File: src/rtl/elm_weight_addr_gen_pkg.sv
`default_nettype none
// ----------------------------------------------------------------------------
// elm_addr_pkg: state encoding and tag-bit layout shared by the weight
// address generator and its multiplier-aligned tag delay line.   Rev 1.0
// ----------------------------------------------------------------------------
package elm_addr_pkg;

  typedef enum logic [1:0] {
    IDLE  = 2'd0,
    RUN   = 2'd1,
    DRAIN = 2'd2
  } state_t;

  localparam int TAG_V     = 0;
  localparam int TAG_FIRST = 1;
  localparam int TAG_LROW  = 2;
  localparam int TAG_LALL  = 3;
  localparam int TAG_W     = 4;

endpackage
`default_nettype wire

File: src/rtl/elm_weight_addr_gen_tag_delay.sv
`default_nettype none
// ----------------------------------------------------------------------------
// elm_tag_delay: DEPTH-stage shift register with synchronous flush, used to
// line issue-time tags up with the multiplier output.            Rev 1.0
// ----------------------------------------------------------------------------
module elm_tag_delay #(
  parameter int W     = 4,
  parameter int DEPTH = 3
) (
  input  logic         clk,
  input  logic         rst_n,
  input  logic         flush,
  input  logic [W-1:0] din,
  output logic [W-1:0] dout
);

  logic [DEPTH*W-1:0] r_pipe;

  generate
    if (DEPTH == 1) begin : g_single
      always_ff @(posedge clk) begin
        if (!rst_n || flush) r_pipe <= '0;
        else                 r_pipe <= din;
      end
    end else begin : g_deep
      // Newest tag enters at the bottom slice; the top slice is the output.
      always_ff @(posedge clk) begin
        if (!rst_n || flush) r_pipe <= '0;
        else                 r_pipe <= {r_pipe[(DEPTH-1)*W-1:0], din};
      end
    end
  endgenerate

  assign dout = r_pipe[DEPTH*W-1 -: W];

endmodule
`default_nettype wire

File: src/rtl/elm_weight_addr_gen.sv
`default_nettype none
// ----------------------------------------------------------------------------
// elm_weight_addr_gen: row-major weight-ROM address sweep with accumulator
// clear/dump and done strobes aligned to the multiplier output.  Rev 1.0
// ----------------------------------------------------------------------------
import elm_addr_pkg::*;

module elm_weight_addr_gen #(
  parameter int AW            = 10,
  parameter int CW            = 10,
  parameter int RW            = 8,
  parameter int MUL_LAT       = 3,
  parameter int HOLD_ON_STALL = 1
) (
  input  logic          clk,
  input  logic          rst_n,
  input  logic          start,
  input  logic [CW-1:0] n_cols,
  input  logic [RW-1:0] n_rows,
  input  logic          adv,
  input  logic          clr,
  output logic [AW-1:0] addr,
  output logic [CW-1:0] col,
  output logic [RW-1:0] row,
  output logic          busy,
  output logic          acc_clr,
  output logic          acc_dump,
  output logic          done
);

  state_t        r_state;
  logic [CW-1:0] r_ncols;
  logic [RW-1:0] r_nrows;
  logic [CW-1:0] r_col;
  logic [RW-1:0] r_row;
  logic [AW-1:0] r_base;
  logic [AW-1:0] r_addr;
  logic          r_zero_done;

  logic             w_issue;
  logic             w_last_col;
  logic             w_last_all;
  logic [AW-1:0]    w_next_base;
  logic [TAG_W-1:0] w_tag_in;
  logic [TAG_W-1:0] w_tag_out;
  logic             w_tag_done;

  assign w_issue     = (r_state == RUN) && adv;
  assign w_last_col  = (r_col == r_ncols - CW'(1));
  assign w_last_all  = w_last_col && (r_row == r_nrows - RW'(1));
  // Row base advances by addition so the address needs no multiplier.
  assign w_next_base = r_base + AW'(r_ncols);

  always_comb begin
    w_tag_in            = '0;
    w_tag_in[TAG_V]     = w_issue;
    w_tag_in[TAG_FIRST] = (r_col == '0);
    w_tag_in[TAG_LROW]  = w_last_col;
    w_tag_in[TAG_LALL]  = w_last_all;
  end

  elm_tag_delay #(
    .W     (TAG_W),
    .DEPTH (MUL_LAT)
  ) u_tag_delay (
    .clk   (clk),
    .rst_n (rst_n),
    .flush (clr),
    .din   (w_tag_in),
    .dout  (w_tag_out)
  );

  assign w_tag_done = w_tag_out[TAG_V] & w_tag_out[TAG_LALL];

  always_ff @(posedge clk) begin
    if (!rst_n) begin
      r_state     <= IDLE;
      r_ncols     <= '0;
      r_nrows     <= '0;
      r_col       <= '0;
      r_row       <= '0;
      r_base      <= '0;
      r_addr      <= '0;
      r_zero_done <= 1'b0;
    end else if (clr) begin
      r_state     <= IDLE;
      r_col       <= '0;
      r_row       <= '0;
      r_base      <= '0;
      r_addr      <= '0;
      r_zero_done <= 1'b0;
    end else begin
      r_zero_done <= 1'b0;
      case (r_state)
        IDLE: begin
          if (start) begin
            if (n_cols != '0 && n_rows != '0) begin
              r_ncols <= n_cols;
              r_nrows <= n_rows;
              r_state <= RUN;
            end else begin
              r_zero_done <= 1'b1;
            end
          end
        end
        RUN: begin
          if (adv) begin
            if (w_last_all) begin
              r_col   <= '0;
              r_row   <= '0;
              r_base  <= '0;
              r_addr  <= '0;
              r_state <= DRAIN;
            end else if (w_last_col) begin
              r_col  <= '0;
              r_row  <= r_row + RW'(1);
              r_base <= w_next_base;
              r_addr <= w_next_base;
            end else begin
              r_col  <= r_col + CW'(1);
              r_addr <= r_addr + AW'(1);
            end
          end else if (HOLD_ON_STALL == 0) begin
            // Legacy behaviour: a stall throws the sweep back to the origin.
            r_col  <= '0;
            r_row  <= '0;
            r_base <= '0;
            r_addr <= '0;
          end
        end
        DRAIN: begin
          if (w_tag_done) r_state <= IDLE;
        end
        default: r_state <= IDLE;
      endcase
    end
  end

  assign addr     = r_addr;
  assign col      = r_col;
  assign row      = r_row;
  assign busy     = (r_state != IDLE);
  assign acc_clr  = w_tag_out[TAG_V] & w_tag_out[TAG_FIRST];
  assign acc_dump = w_tag_out[TAG_V] & w_tag_out[TAG_LROW];
  assign done     = w_tag_done | r_zero_done;

endmodule
`default_nettype wire

File: config.mk
export PLATFORM = sky130hd
export DESIGN_NAME = elm_weight_addr_gen
export DESIGN_NICKNAME = d
export VERILOG_FILES = /design/src/rtl/elm_weight_addr_gen_pkg.sv /design/src/rtl/elm_weight_addr_gen_tag_delay.sv /design/src/rtl/elm_weight_addr_gen.sv
export SDC_FILE = /design/constraint.sdc
export NUM_CORES = 1
export LEC_CHECK = 0
export CAP_MARGIN = 20
export CORE_ASPECT_RATIO = 1.25
export CORE_MARGIN = 1
export CORE_UTILIZATION = 50
export DETAILED_ROUTE_END_ITERATION = 10
export PLACE_DENSITY_LB_ADDON = 0.25
export SLEW_MARGIN = 0
export SYNTH_ARGS = -nofsm -noshare
export SYNTH_HDL_FRONTEND = slang
export SYNTH_SLANG_ARGS = --single-unit
File: constraint.sdc
create_clock -name clk -period 2.6 [get_ports clk]
set_input_delay 0.26 -clock clk [delete_from_list [all_inputs] [get_ports clk]]
set_output_delay 0.26 -clock clk [all_outputs]
set_load 0.05 [all_outputs]
---- Word level (Yosys, flattened, before mapping) ----
Cells that the tools add are included.
W data, S select, Z words.
word-level totals
  flip-flop bits (word level) ............. 71
  logic and storage cells ................. 64
operators by class
  muxes and demuxes ....................... 15
  bitwise logic cells ..................... 8
  reduce and logical (&&, ||, !) cells .... 17
  add/sub/neg operators ................... 6
  equality and inequality tests ........... 9
operators by type and width
  kind                     count
  $mux W10                 6
  $add A10 B1 Y10 const B  2
  $mux W8                  2
  $add A10 B10 Y10         1
  $eq A10 B10 Y1           1
  $logic_not A10 Y1        1
  $mux W2                  5
  $ne A2 B2 Y1 const B     5
  $reduce_bool A10 Y1      1
  $sub A10 B1 Y10 const B  1
  $add A8 B1 Y8 const B    1
  $eq A8 B8 Y1             1
  $reduce_bool A8 Y1       1
  $sub A8 B1 Y8 const B    1
  $pmux W2 S3              1
  $reduce_and A5 Y1        1
  $not A1 Y1               4
  $reduce_and A4 Y1        1
  $reduce_bool A2 Y1       2
  $reduce_or A4 Y1         1
  $and A1 B1 Y1            3
  $logic_and A1 B1 Y1      3
  $reduce_and A3 Y1        1
  $eq A2 B1 Y1 const B     1
  8 further kinds          8

---- Depth between registers and ports, before layout ----
  word-level depth ........................ 6
  gate-level depth with buffers ........... 11
  gate-level depth less buffers ........... 9

---- By module ----
A second synthesis with hierarchy kept.
second synthesis, totals
  cell total of the unflattened synthesis .. 494
  area total of the unflattened synthesis .. 4251.6 um^2
modules (own cells, without submodules)
  module               cells each  area an instance (um^2)  instances
  elm_weight_addr_gen  464         3857.4                   1
  elm_tag_delay        30          394.1                    1

---- Least setup slack after synthesis ----
OpenSTA, ideal clock, no wires.
  path type ............................... register -> register
  from .................................... register r_ncols[4]
  to ...................................... register r_row[5] (netlist: row[5])
  setup time .............................. 0.071 ns
  cell stages (with the launch flop) ...... 8
  path buffers ............................ 0
  setup slack ............................. -0.059 ns
  required time ........................... 2.529 ns
  period minus slack after synthesis ...... 2.659 ns
  arrival ................................. 2.588 ns
  path through ............................ dfxtp_1 or4_1 or3_1 a2111o_1 a22oi_4 nand3_2 or4_1 a21oi_1
on the way
  word-level cells in the longest chain between the ends .. 5
ends and longest elaborated chain
  item                                 RTL line                    RTL
  from (decl)                          elm_weight_addr_gen.sv:32   logic [CW-1:0] r_ncols;
  from (signal assigned)               elm_weight_addr_gen.sv:98   r_ncols <= n_cols;
  $sub A10 B1 Y10 (*)                  elm_weight_addr_gen.sv:49   assign w_last_col = (r_col == r_ncols - CW'(1));
  $eq A10 B10 Y1 (*)                   elm_weight_addr_gen.sv:49
  $logic_and A1 B1 Y1                  elm_weight_addr_gen.sv:50   assign w_last_all = w_last_col && (r_row == r_nrows - RW'(1));
  $reduce_bool A2 Y1 (no source line)  --
  $reduce_and A3 Y1 (no source line)   --
  to (signal assigned)                 elm_weight_addr_gen.sv:116  r_row <= r_row + RW'(1);
  to (decl)                            elm_weight_addr_gen.sv:35   logic [RW-1:0] r_row;
Every way passes the cells marked *; elsewhere a longest branch is shown, timed or not.
A chain may end at the register's enable or synchronous reset.

---- Worst setup path in the final report ----
  from .................................... register r_ncols[7]
  to ...................................... register r_row[2] (netlist: row[2])
Same word-level chain as after synthesis.

==> impl_metrics.ini <==
[sta]
clock_skew_ns = 0.01062
hold_viol_final = 0
finalWorstSetupSlack_ns = -0.1086
worst_slew_pin_slew_ns = 0.5259
min_period_over_period_pct = 104.2
max_slew_margin_pct = 64.62
fmax_ghz = 0.3692
period_needed_ns = 2.709
slew_viol_final = 0
setup_violations = 16
rsz0062_at_grt = yes

[power_and_ir_drop]
clkPwrFrac_pct = 38.8
power.total_mw = 2.354
power_frac_seq_pct = 47.6
peakVddDrop_mv = 0.3077
switching_share_pct = 26.42
powerDensity_mw_per_mm2 = 449.2
intPower_mw = 1.732
power_switching_mw = 0.6221
pwr-share-comb_pct = 13.6
leakage_nw = 2.131

[synth]
synthesis.area_mm2 = 0.003970
synth_ff_type = dfxtp_1
synth_edf_count = 0
ys_types = 46
yosys.area.top_type = dfxtp_1
synth_top_area_share_pct = 35.80
syn-instance-count = 473
yosys_warnings = 0
synth_seq_cells = 71
synth_most_common_cell = dfxtp_1
synth_nets = 512
yosys-top-cells-area = dfxtp_1 36%, mux2i_1 6.6%, xor2_1 5.3%
syn_area_per_cell_um2 = 8.393
ys_seq_area_share_pct = 35.80
synth-async-reset-ratio_pct = 0
synth_common_cells = 71 x dfxtp_1, 38 x nand2_1, 34 x a21oi_1, 34 x nor2_1, 28 x nand3_1

[final_layout]
fill_cells = 627
layout-drive-gt1-share_pct = 15.00
layout-area-overhead-vs-synth_pct = 32.02
nNetsFinal = 594
n_antenna_cell = 0

[worst_setup_path]
reg2reg_depth = 8
ff2ff_setup_slack_ns = -0.11
crit_type = reg -> reg
crit_arrival_ns = 2.97
start_kind = register
critPathCaptureType = register
r2r-start = r_ncols[7]
crit_path_start = r_ncols[7]
cp_max_fo = 7
required_ns = 2.86

[placed_design]
gp_congestion = 0.8939
io_buffers = 54
hpwl_mm = 7.460
dpl_worst_slack_ns = -0.1127

[global_routing]
track_usage_pct = 26.14
grt_pass1_wl_mm = 16.55
grt_max_degree = 28
antenna_found_initial = 0
grt_pass1_vias = 3535
overflow = 0

[die]
die_w_um = 81.70
rows = 35
die_h_um = 101.6
die-area_mm2 = 0.008303
start_util_pct = 52.71
io_pins = 55
core_mm2 = 0.007532

[detailed_routing]
firstDrtPassIters = 5
remaining_drc_errors = 0
drtIter0Drc = 268
antenna_left = 0
routed_wl_mm = 10.52
via_count = 3836
post_drt_wl_per_cell_um = 16.14
avgViaCountPerCell = 5.883

[clock_tree]
htreeDepth = 3
clockBufferDepth = 2
clock-root-buffer = clkbuf_8
numCtsBuffers = 9
cts_sinks = 71
clk_latency_ns = 0.36
cts_tree = built
cts.clk_slew.worst_paths_ns = 0.08

[worst_hold_path]
min_from = u_tag_delay.r_pipe[1]
hold_class = reg -> reg
holdPathStages = 1

[run]
maxCapViolCount = 0

[run_status]
violations = setup timing
status = finished, violations left
[state kept, by name, summed over array words and instances, names as in the netlist, 2 cells and up]
signal	flops
u_tag_delay.r_pipe	12
addr	10
col	10
r_base	10
r_ncols	10
r_nrows	8
row	8
r_state	2
[logic make-up (layout without fill, tap and decap cells)]
family | count (synthesis) | after routing | synth area share, %
AOI/OAI and AO/OA | 86 | 86 | 13.71
xor gates and xnor gates | 42 | 42 | 9.266
adders and majority gates | 16 | 16 | 5.232
buffers and inverters | 36 | 123 | 3.498
DFF | 71 | 71 | 35.80
muxes | 26 | 26 | 6.555
and+or+nand+nor | 196 | 196 | 25.94
[metal layers]
metal	vias to the layer above	global-route usage, %	wire length, um
li1	1855	-	-
met1	1822	30.55	4382
met2	134	45.26	5319
met3	25	4.505	502
met4	0	13.23	317
met5	-	0	0
[cell usage in the layout (no fill, tap or decap), types with 3 or more instances in the layout]
cell | netlist | routed
a211oi_1 | 7 | 5
a21o_1 | 4 | 4
a21oi_1 | 34 | 28
a21oi_2 | 0 | 6
a31oi_1 | 3 | 3
and2_1 | 11 | 11
and3_1 | 8 | 6
buf_12 | 0 | 4
buf_4 | 0 | 28
buf_6 | 0 | 4
clkbuf_8 | 0 | 10
clkdlybuf4s50_1 | 0 | 54
clkinvlp_4 | 0 | 3
dfxtp_1 | 71 | 70
ha_1 | 15 | 15
inv_1 | 16 | 16
mux2i_1 | 26 | 24
nand2_1 | 38 | 36
nand3_1 | 28 | 27
nand3b_1 | 3 | 3
nand4_1 | 8 | 8
nor2_1 | 34 | 34
nor2b_1 | 21 | 21
nor3_1 | 11 | 9
nor4_1 | 10 | 10
o21a_1 | 3 | 3
o21ai_0 | 12 | 11
o21bai_1 | 3 | 3
o22ai_1 | 6 | 6
or3_1 | 4 | 3
or4_1 | 8 | 5
or4_4 | 0 | 3
xnor2_1 | 18 | 18
xor2_1 | 24 | 24
[timing repair]
item / in CTS / in global routing
pin swaps: 5 / 17
buffers inserted: 3 / 3
setup endpoints to repair: 24 / 40
resized for setup: 6 / 31
hold buffers: 0 / 0
endpoints found under the hold margin: 0 / 0
gates cloned: 0 / 1
[final timing paths]
path / endpoint
max: row[2]
min reg2reg: u_tag_delay.r_pipe[5]
min: u_tag_delay.r_pipe[5]
max reg2reg: row[2]
[power by group through the flow]
stage	sequential (mW)	combinational, mW	clock (mW)
finish	1.12	0.319	0.914
CTS	1.12	0.303	0.922
global placement	1.14	0.293	0
detailed placement	1.15	0.299	0
floorplan	1.15	0.181	0
global route	1.12	0.349	0.973
[worst max-delay path, cell delays in order (launching register included)]
cell      delay, ns
dfxtp_1        0.31
or4_4          0.53
or3_4          0.37
a2111o_1       0.46
a22oi_4        0.21
buf_6          0.15
and3_4         0.24
a31oi_1        0.10
a311oi_1       0.25
[through the flow]
| step | area [um^2] | util [%] | instances | hold slack, ns | TNS [ns] |
|---|---|---|---|---|---|
| CTS | 5065 | 67.24 | 648 | 0.4337 | -0.1177 |
| detailed placement | 4811 | 63.87 | 629 | 0.4144 | -1.654 |
| global route | 5241 | 69.58 | 652 | 0.4497 | -2.847 |
| floorplan | 3971 | - | 473 | 0.3934 | 0 |
| finish | 5241 | 69.58 | 652 | 0.4292 | -0.6178 |
| global placement | 4811 | 63.87 | 629 | 0.4078 | -0.5425 |
[area by class of cell]
type                            instances  area [um^2]  share of cell area [%]
Clock buffer                           10        137.6                   2.626
Clock inverter                          6        70.07                   1.337
Inverter                               16        60.06                   1.146
Multi-Input combinational cell        366         2535                   48.36
Sequential cell                        71         1423                   27.14
Tap cell                               92        115.1                   2.196
Timing Repair Buffer                   91        900.9                   17.19
Power figures use the tool's default switching activity.
